===== src/rtl/dac_update_scheduler_if.sv =====
// Producer ingress handshake and serial DAC driver strobe bundle for dac_update_scheduler.
interface dac_update_scheduler_if #(
    parameter int DATA_W = 12
);
    logic [1:0]        ch_valid;
    logic [1:0]        ch_ready;
    logic [DATA_W-1:0] ch_data0;
    logic [DATA_W-1:0] ch_data1;
    logic              drv_ready;
    logic              drv_go;
    logic              drv_sel;
    logic [DATA_W-1:0] drv_data;

    modport master (
        input  ch_valid, ch_data0, ch_data1, drv_ready,
        output ch_ready, drv_go, drv_sel, drv_data
    );

    modport slave (
        output ch_valid, ch_data0, ch_data1, drv_ready,
        input  ch_ready, drv_go, drv_sel, drv_data
    );
endinterface


===== src/rtl/dac_update_scheduler.sv =====
// Paces a shared dual-channel DAC driver: per-channel holding registers, a sample-rate tick,
// and an FSM issuing ch0 then ch1 each period, with saturating underrun/late counters.
//
// state     | meaning
// IDLE      | waiting for a sample tick
// ISSUE     | presenting go for the lowest due channel, waiting for drv_ready
// WAIT_ACK  | go accepted, waiting for the driver to drop ready
// WAIT_DONE | driver converting, waiting for ready to return
module dac_update_scheduler #(
    parameter int DATA_W   = 12,
    parameter int RATE_DIV = 64,
    parameter int CNT_W    = 8
) (
    input  logic                    clk,
    input  logic                    rst,
    input  logic                    enable,
    dac_update_scheduler_if.master  bus,
    output logic                    sample_tick,
    output logic                    busy,
    output logic [CNT_W-1:0]        underrun_cnt0,
    output logic [CNT_W-1:0]        underrun_cnt1,
    output logic [CNT_W-1:0]        late_cnt
);
    localparam int               PW      = $clog2(RATE_DIV);
    localparam logic [PW-1:0]    TC      = PW'(RATE_DIV - 1);
    localparam logic [CNT_W-1:0] CNT_MAX = '1;

    typedef enum logic [1:0] {IDLE, ISSUE, WAIT_ACK, WAIT_DONE} state_t;

    state_t            state, state_nxt;
    logic [PW-1:0]     rate_cnt;
    logic [1:0]        pending, due, accept, issue_mask;
    logic [DATA_W-1:0] hold0, hold1;
    logic              tick, sel, go, load_sel, enter_issue;

    assign tick        = enable && (rate_cnt == TC) && !rst;
    assign sample_tick = tick;
    assign sel         = ~due[0];
    assign accept      = bus.ch_valid & ~pending & {2{!rst}};
    assign issue_mask  = go ? (sel ? 2'b10 : 2'b01) : 2'b00;
    assign enter_issue = (state_nxt == ISSUE) && (state != ISSUE);
    // Entering from IDLE the due set is about to become pending, otherwise it is due itself.
    assign load_sel    = (state == IDLE) ? ~pending[0] : ~due[0];

    always_ff @(posedge clk) begin
        if (rst || !enable)    rate_cnt <= '0;
        else if (rate_cnt == TC) rate_cnt <= '0;
        else                   rate_cnt <= rate_cnt + PW'(1);
    end

    always_ff @(posedge clk) begin
        if (rst) state <= IDLE;
        else     state <= state_nxt;
    end

    always_comb begin
        state_nxt = state;
        case (state)
            IDLE:      if (tick && (pending != 2'b00)) state_nxt = ISSUE;
            ISSUE:     if (bus.drv_ready) state_nxt = WAIT_ACK;
            WAIT_ACK:  if (!bus.drv_ready) state_nxt = WAIT_DONE;
            WAIT_DONE: if (bus.drv_ready) state_nxt = (due != 2'b00) ? ISSUE : IDLE;
            default:   state_nxt = IDLE;
        endcase
    end

    always_comb begin
        go           = (state == ISSUE) && bus.drv_ready && !rst;
        busy         = (state != IDLE);
        bus.drv_go   = go;
        bus.ch_ready = rst ? 2'b00 : ~pending;
    end

    always_ff @(posedge clk) begin
        if (accept[0]) hold0 <= bus.ch_data0;
        if (accept[1]) hold1 <= bus.ch_data1;
    end

    always_ff @(posedge clk) begin
        if (rst) begin
            pending       <= 2'b00;
            due           <= 2'b00;
            bus.drv_sel   <= 1'b0;
            bus.drv_data  <= '0;
            underrun_cnt0 <= '0;
            underrun_cnt1 <= '0;
            late_cnt      <= '0;
        end else begin
            pending <= (pending | accept) & ~issue_mask;
            if (tick && state == IDLE) due <= pending;
            else if (go)               due <= due & ~issue_mask;

            // Preloading on ISSUE entry keeps sel/data valid throughout the go cycle.
            if (enter_issue) begin
                bus.drv_sel  <= load_sel;
                bus.drv_data <= load_sel ? hold1 : hold0;
            end else if (go) begin
                bus.drv_sel  <= sel;
                bus.drv_data <= sel ? hold1 : hold0;
            end

            if (tick && state == IDLE) begin
                if (!pending[0] && underrun_cnt0 != CNT_MAX) underrun_cnt0 <= underrun_cnt0 + CNT_W'(1);
                if (!pending[1] && underrun_cnt1 != CNT_MAX) underrun_cnt1 <= underrun_cnt1 + CNT_W'(1);
            end
            if (tick && state != IDLE && late_cnt != CNT_MAX) late_cnt <= late_cnt + CNT_W'(1);
        end
    end
endmodule


===== src/flat_wrapper.sv =====
// flat-port wrapper written by rule: the top's interface ports become plain ports
module dac_update_scheduler_flat 
#(
    parameter int DATA_W   = 12,
    parameter int RATE_DIV = 64,
    parameter int CNT_W    = 8
)
  (clk, rst, enable, sample_tick, busy, underrun_cnt0, underrun_cnt1, late_cnt, bus_ch_valid, bus_ch_data0, bus_ch_data1, bus_drv_ready, bus_ch_ready, bus_drv_go, bus_drv_sel, bus_drv_data);
  dac_update_scheduler_if #(.DATA_W(DATA_W)) bus_i ();
  input  logic clk;
  input  logic rst;
  input  logic enable;
  output logic sample_tick;
  output logic busy;
  output logic [CNT_W-1:0] underrun_cnt0;
  output logic [CNT_W-1:0] underrun_cnt1;
  output logic [CNT_W-1:0] late_cnt;
  input wire logic [$bits(bus_i.ch_valid)-1:0] bus_ch_valid;
  input wire logic [$bits(bus_i.ch_data0)-1:0] bus_ch_data0;
  input wire logic [$bits(bus_i.ch_data1)-1:0] bus_ch_data1;
  input wire logic [$bits(bus_i.drv_ready)-1:0] bus_drv_ready;
  output wire logic [$bits(bus_i.ch_ready)-1:0] bus_ch_ready;
  output wire logic [$bits(bus_i.drv_go)-1:0] bus_drv_go;
  output wire logic [$bits(bus_i.drv_sel)-1:0] bus_drv_sel;
  output wire logic [$bits(bus_i.drv_data)-1:0] bus_drv_data;
  assign bus_i.ch_valid = bus_ch_valid;
  assign bus_i.ch_data0 = bus_ch_data0;
  assign bus_i.ch_data1 = bus_ch_data1;
  assign bus_i.drv_ready = bus_drv_ready;
  assign bus_ch_ready = bus_i.ch_ready;
  assign bus_drv_go = bus_i.drv_go;
  assign bus_drv_sel = bus_i.drv_sel;
  assign bus_drv_data = bus_i.drv_data;
  dac_update_scheduler #(.DATA_W(DATA_W), .RATE_DIV(RATE_DIV), .CNT_W(CNT_W)) u_core (.clk(clk), .rst(rst), .enable(enable), .bus(bus_i), .sample_tick(sample_tick), .busy(busy), .underrun_cnt0(underrun_cnt0), .underrun_cnt1(underrun_cnt1), .late_cnt(late_cnt));
endmodule

===== config.mk =====
export PLATFORM = sky130hd
export DESIGN_NAME = dac_update_scheduler_flat
export DESIGN_NICKNAME = d
export VERILOG_FILES = /design/src/rtl/dac_update_scheduler_if.sv /design/src/rtl/dac_update_scheduler.sv /design/src/flat_wrapper.sv
export SDC_FILE = /design/constraint.sdc
export NUM_CORES = 1
export LEC_CHECK = 0
export CAP_MARGIN = 20
export CORE_MARGIN = 5
export CORE_UTILIZATION = 45
export DETAILED_ROUTE_END_ITERATION = 10
export PLACE_DENSITY = 0.72
export SKIP_CTS_REPAIR_TIMING = 1
export SLEW_MARGIN = 30
export SYNTH_ARGS = -nofsm -noshare
export SYNTH_HDL_FRONTEND = slang
export SYNTH_SLANG_ARGS = --single-unit
export TNS_END_PERCENT = 5

===== constraint.sdc =====
create_clock -name clk -period 2.4 [get_ports clk]
set_input_delay 0.36 -clock clk [delete_from_list [all_inputs] [get_ports clk]]
set_output_delay 0.36 -clock clk [all_outputs]
set_load 0.05 [all_outputs]

== Word level (Yosys, flattened, before mapping) ==
Cells that the tools add are included.
W data, S select, Z words.

* Flip-flop bits (word level): 73
* Bits in latches: 0
* RAM bits: 0
* ROM bits: 0
* Input port bits: 30
* Output and inout bits: 42
* Memories kept: 0

* Add/subtract/negate cells: 4
* $mul: 0
* Divide/modulo/power cells: 0
* Magnitude comparators: 0
* Equality and inequality tests: 9
* Shifts and indexed selects: 0
* Muxes and demuxes: 18
* Bitwise operators: 9
* Reductions and logical operators: 25

{| class="wikitable"
|+ Operators by type and width
! kind !! count
|-
| $mux W12 || 4
|-
| $add A8 B1 Y8 const B || 3
|-
| $ne A8 B8 Y1 const B || 3
|-
| $mux W2 || 9
|-
| $logic_and A1 B1 Y1 || 11
|-
| $reduce_bool A2 Y1 || 5
|-
| $and A2 B2 Y2 || 4
|-
| $pmux W2 S4 || 1
|-
| $add A6 B1 Y6 const B || 1
|-
| $eq A6 B6 Y1 const B || 1
|-
| $eq A2 B1 Y1 const B || 2
|-
| $eq A2 B2 Y1 const B || 2
|-
| $logic_not A1 Y1 || 4
|-
| $mux W1 || 4
|-
| $not A2 Y2 || 2
|-
| $reduce_and A2 Y1 || 2
|-
| $logic_not A2 Y1 || 1
|-
| $ne A2 B1 Y1 const B || 1
|-
| $not A1 Y1 || 2
|-
| $or A2 B2 Y2 || 1
|-
| $reduce_or A2 Y1 || 1
|-
| $logic_or A1 B1 Y1 || 1
|}

== Longest topological paths before layout ==
* Word-level depth: 9
* Gate-level depth with buffers: 8

== Worst setup path after synthesis ==
Ideal clock, no wire load.

* Path kind: reg2reg
* From: register u_core.rate_cnt[0]
* To: register u_core.bus.drv_data[4]
* Setup time: 0.070 ns
* Arrival time: 2.327 ns
* Setup slack: 0.002 ns
* Cell stages (with the launch flop): 8
* Path buffers: 1
* Period minus slack after synthesis: 2.398 ns
* Cell sequence: dfxtp_1 -> ha_1 -> nand4_2 -> nor2_1 -> a21oi_1 -> clkbuf_1 -> or3_1 -> a21oi_1

* Cells in the longest elaborated chain, start to end: 9

{| class="wikitable"
|+ Ends and longest elaborated chain
! what !! line !! source
|-
| from (decl) || dac_update_scheduler.sv:31 || <nowiki>logic [PW-1:0] rate_cnt;</nowiki>
|-
| from (signal assigned) || dac_update_scheduler.sv:48 || <nowiki>else rate_cnt <= rate_cnt + PW'(1);</nowiki>
|-
| $eq A6 B6 Y1 * || dac_update_scheduler.sv:36 || <nowiki>assign tick = enable && (rate_cnt == TC) && !rst;</nowiki>
|-
| $logic_and A1 B1 Y1 * (2 in series) || dac_update_scheduler.sv:36 ||
|-
| named net sample_tick || flat_wrapper.sv:13 || <nowiki>output logic sample_tick;</nowiki>
|-
| $logic_and A1 B1 Y1 * || dac_update_scheduler.sv:59 || <nowiki>IDLE: if (tick && (pending != 2'b00)) state_nxt = ISSUE;</nowiki>
|-
| $mux W2 * || dac_update_scheduler.sv:59 ||
|-
| $pmux W2 S4 * || dac_update_scheduler.sv:58 || <nowiki>case (state)</nowiki>
|-
| $eq A2 B1 Y1 * || dac_update_scheduler.sv:41 || <nowiki>assign enter_issue = (state_nxt == ISSUE) && (state != ISSUE);</nowiki>
|-
| $logic_and A1 B1 Y1 * || dac_update_scheduler.sv:41 ||
|-
| $mux W12 / $reduce_bool A2 Y1 (equally long branches) || - ||
|-
| to (signal assigned) || dac_update_scheduler.sv:96 || <nowiki>bus.drv_data <= load_sel ? hold1 : hold0;</nowiki>
|-
| to (signal assigned) || dac_update_scheduler.sv:99 || <nowiki>bus.drv_data <= sel ? hold1 : hold0;</nowiki>
|-
| to (decl) || dac_update_scheduler_if.sv:16 || <nowiki>output ch_ready, drv_go, drv_sel, drv_data</nowiki>
|}

The timed path passes the listed nets; every way through them passes the cells marked *.
A chain may end at the register's enable or synchronous reset.

== Worst setup path after layout ==
* From: register u_core.state[1]
* To: output port busy

* Cells in the longest elaborated chain, start to end: 1

{| class="wikitable"
|+ Ends and longest elaborated chain
! what !! line !! source
|-
| from (decl) || dac_update_scheduler.sv:30 || <nowiki>state_t state, state_nxt;</nowiki>
|-
| from (signal assigned) || dac_update_scheduler.sv:53 || <nowiki>else state <= state_nxt;</nowiki>
|-
| $reduce_bool A2 Y1 || dac_update_scheduler.sv:69 || <nowiki>busy = (state != IDLE);</nowiki>
|-
| to (decl) || flat_wrapper.sv:14 || <nowiki>output logic busy;</nowiki>
|}

Every way passes these cells.

==> out/qor.txt <==
=================================================================================================
Maximum vdd ir drop                                                                        370 uV
Timing-limited maximum frequency                                                          454 MHz
Final critical-path required period                                                       2.20 ns
Largest net degree at the start of global routing                                              28
Clock Latency Late Sink                                                                   0.34 ns
Gr usage total                                                                              16.3%
Syn Inst Count                                                                                310
Register clock-pin slew on the reported worst setup and hold paths                        0.07 ns
Worst reg2reg endpoint                                                               u_core.underrun_cnt0[6]$_SDFFE_PP0P_
Routed via count divided by cell count                                                       5.19
Count of final setup violators                                                                  0
Signed area change from the synthesized netlist to the final layout                         35.0%
Number of synthesis warnings                                                                    0
Share of the yosys chip area belonging to registers                                         52.5%
Via count of the first global-routing pass                                                  2,532
Final critical-path setup slack                                                          0.196 ns
Number of buffers created by CTS                                                                9
Outcome                                                                              finished, final reports clean
Layout cells sized above 1                                                                  11.9%
Final HPWL DP                                                                             5.17 mm
CTS Buffer Depth                                                                                2
IO Count                                                                                       72
Maximum fanout count along the critical path                                                    7
Antenna violations before repair                                                                0
Pleak                                                                                     1.57 nW
Arrival time worst endpoint                                                               1.84 ns
Tightest Hold Check Type                                                             flop to flop
Final GP Congestion                                                                         0.812
Number of diodes added for antenna fixing                                                       0
Post-synthesis sequential element count                                                        73
Count of input and output buffers                                                              71
Total global routing overflow                                                                   0
TritonCTS clock tree                                                                          yes
Total wire length                                                                         7.00 mm
Largest clock skew in the final design                                                 0.00761 ns
Die height                                                                                94.9 um
First-pass GRT wire length                                                                11.5 mm
Post-route fraction of the period consumed by the critical path                             91.8%
Initial Utilization                                                                         45.4%
Pins over their slew limit                                                                      0
Count of max-cap constraint violations                                                          0
PwrDens                                                                                588 nW/um2
Width of the die                                                                          94.9 um
Cell at the root of the clock tree                                                   sky130_fd_sc_hd__clkbuf_8
Max_slew headroom                                                                           48.4%
Final std cell area, no fill                                                             4380 um2
Mean Syn Cell Area                                                                       10.5 um2
WS Path Type                                                                         flop to output port
R2r startpoint                                                                       u_core.rate_cnt[0]$_SDFF_PP0_
EDFF count, synth                                                                              24
Residual DRC count                                                                              0
Critical-path top delay cell                                                         sky130_fd_sc_hd__clkdlybuf4s50_1
Routed via count                                                                            2,566
Number of distinct library cell variants in the gate-level netlist after synthesis             44
Length in cells of the worst reg-to-reg path                                                    6
Start point of the worst hold path                                                   u_core.rate_cnt[0]$_SDFF_PP0_
Placed instance area                                                                     4130 um2
Flop2flop setup slack                                                                     0.36 ns
Endpoint of the worst hold path                                                      u_core.rate_cnt[0]$_SDFF_PP0_
Cell Area, Synth                                                                         3240 um2
Min-Delay Path Depth                                                                            1
Async S/R FF share, synth                                                                      0%
Final ANT Viol Nets                                                                             0
Standard-cell row count                                                                        31
Total Negative Setup Slacks                                                                  0 ns
Startpoint type of the worst setup path                                                      flop
Worst setup slack before clock tree synthesis                                            0.107 ns
Count of H-tree levels built during CTS                                                         3
Number of sinks driven by the clock tree                                                       73
Core Area                                                                                7140 um2
Layout Utilization                                                                          61.3%
Required time of the critical path                                                        2.04 ns
Predominant post-synthesis flop cell                                                 sky130_fd_sc_hd__dfxtp_1
Number of detailed-routing iterations run before antenna repair                                 4
Hold Vio Cnt, Final                                                                             0
Starting DRT DRC Count                                                                         88
Worst-Margin Slew                                                                        0.774 ns
Setup repair after global routing missed its margin                                            no
Synth Net Count                                                                               344
Delay of the slowest cell on the worst path                                               0.80 ns
Cells along the critical path                                                        nor2_4 > inv_1 > clkdlybuf4s50_1
Drt wl/cell                                                                               14.2 um
Post-layout net count                                                                         424
Die Footprint                                                                            9000 um2
Kind of capture point of the worst setup path                                         output port
=================================================================================================
[worst max-delay path by stage]
stage                                  startpoint                                   end  slack, ns  depth (start not counted)
floorplan           u_core.rate_cnt[0]$_SDFF_PP0_   u_core.bus.drv_data[4]$_SDFFE_PP0P_      0.002                          7
global placement                           enable  u_core.underrun_cnt0[6]$_SDFFE_PP0P_       0.15                          6
detailed placement                         enable  u_core.underrun_cnt0[6]$_SDFFE_PP0P_       0.11                          6
CTS                    u_core.state[1]$_SDFF_PP0_                                  busy       0.19                          3
global route           u_core.state[1]$_SDFF_PP0_                                  busy       0.14                          3
finish                 u_core.state[1]$_SDFF_PP0_                                  busy       0.20                          3
[Yosys cell counts (4+ instances only)]
library cell | number | area [um2]
sky130_fd_sc_hd__a21oi_1 | 16 | 80.1
sky130_fd_sc_hd__a221o_1 | 7 | 70.1
sky130_fd_sc_hd__and2_1 | 4 | 25.0
sky130_fd_sc_hd__and3_1 | 4 | 25.0
sky130_fd_sc_hd__buf_2 | 5 | 25.0
sky130_fd_sc_hd__clkbuf_1 | 7 | 26.3
sky130_fd_sc_hd__dfxtp_1 | 49 | 981
sky130_fd_sc_hd__edfxtp_1 | 24 | 721
sky130_fd_sc_hd__ha_1 | 4 | 50.1
sky130_fd_sc_hd__inv_1 | 7 | 26.3
sky130_fd_sc_hd__mux2_2 | 7 | 78.8
sky130_fd_sc_hd__mux2i_1 | 18 | 180
sky130_fd_sc_hd__nand2_1 | 20 | 75.1
sky130_fd_sc_hd__nand3_1 | 20 | 100
sky130_fd_sc_hd__nand3b_1 | 4 | 30.0
sky130_fd_sc_hd__nand4_1 | 6 | 37.5
sky130_fd_sc_hd__nor2_1 | 43 | 161
sky130_fd_sc_hd__o221ai_1 | 5 | 43.8
sky130_fd_sc_hd__or3_1 | 7 | 43.8
sky130_fd_sc_hd__xor2_1 | 20 | 175
[flip-flops by register name (all words and copies together) (netlist names)]
name,cells
u_core.due,2
u_core.hold1,12
u_core.bus.drv_sel,1
u_core.pending,2
u_core.hold0,12
u_core.underrun_cnt0,8
u_core.bus.drv_data,12
u_core.underrun_cnt1,8
u_core.late_cnt,8
u_core.state,2
u_core.rate_cnt,6
[layout by cell type, fill, tap and decap left out, drive strengths merged, types with 4 or more instances in the layout]
| cell type | netlist | routed |
|---|---|---|
| buf | 7 | 16 |
| nand3 | 20 | 20 |
| nor2 | 44 | 44 |
| inv | 7 | 7 |
| a21oi | 16 | 16 |
| clkbuf | 7 | 12 |
| dfxtp | 49 | 49 |
| nand3b | 5 | 5 |
| ha | 4 | 4 |
| nand2 | 20 | 20 |
| or3 | 7 | 7 |
| and2 | 4 | 4 |
| clkdlybuf4s50 | 0 | 67 |
| nand4 | 7 | 7 |
| mux2i | 19 | 19 |
| edfxtp | 24 | 24 |
| o221ai | 5 | 5 |
| mux2 | 7 | 7 |
| a221o | 7 | 7 |
| xor2 | 20 | 20 |
| and3 | 4 | 4 |
[metal layers]
metal | wire [um] | track usage (%) | vias up
met5 | 0 | 0 | -
met4 | 76 | 6.85 | 0
met3 | 494 | 4.54 | 8
met2 | 3340 | 27.4 | 78
met1 | 3080 | 19.6 | 1197
li1 | - | - | 1283
[cell type report]
class                           instances  area, um2
Sequential cell                        73       1700
Timing Repair Buffer                   83        828
Inverter                                7       26.3
Clock buffer                           12        166
Tap cell                               99        124
Multi-Input combinational cell        216       1460
Clock inverter                          4       72.6
Fill cell                             597       2760
[through the flow]
stage	power, mW	instances	hold slack (ns)
finish	2.57	494	0.452
global route	2.66	494	0.499
CTS	2.60	494	0.458
detailed placement	1.48	478	0.448
global placement	1.48	478	0.430
floorplan	1.40	310	0.418
[cell families after synthesis]
| group | after synthesis | synth area share [%] |
|---|---|---|
| simple gates | 126 | 20.3 |
| flops | 73 | 52.5 |
| mux | 26 | 8.68 |
| compound gates | 38 | 8.22 |
| xor+xnor | 22 | 5.94 |
| buf+inv | 21 | 2.86 |
| fa+ha+maj | 4 | 1.54 |
[critical path: cells and delay by family, from the launching register on]
kind          cells  cell delay (ns)
buf+inv           2             0.88
simple gates      1             0.11
flops             1             0.51
[report_power, final]
group / switching (mW) / internal (mW)
registers: 0.0149 / 1.30
clock network: 0.442 / 0.676
logic: 0.0632 / 0.0817
Power figures use the tool's default switching activity.
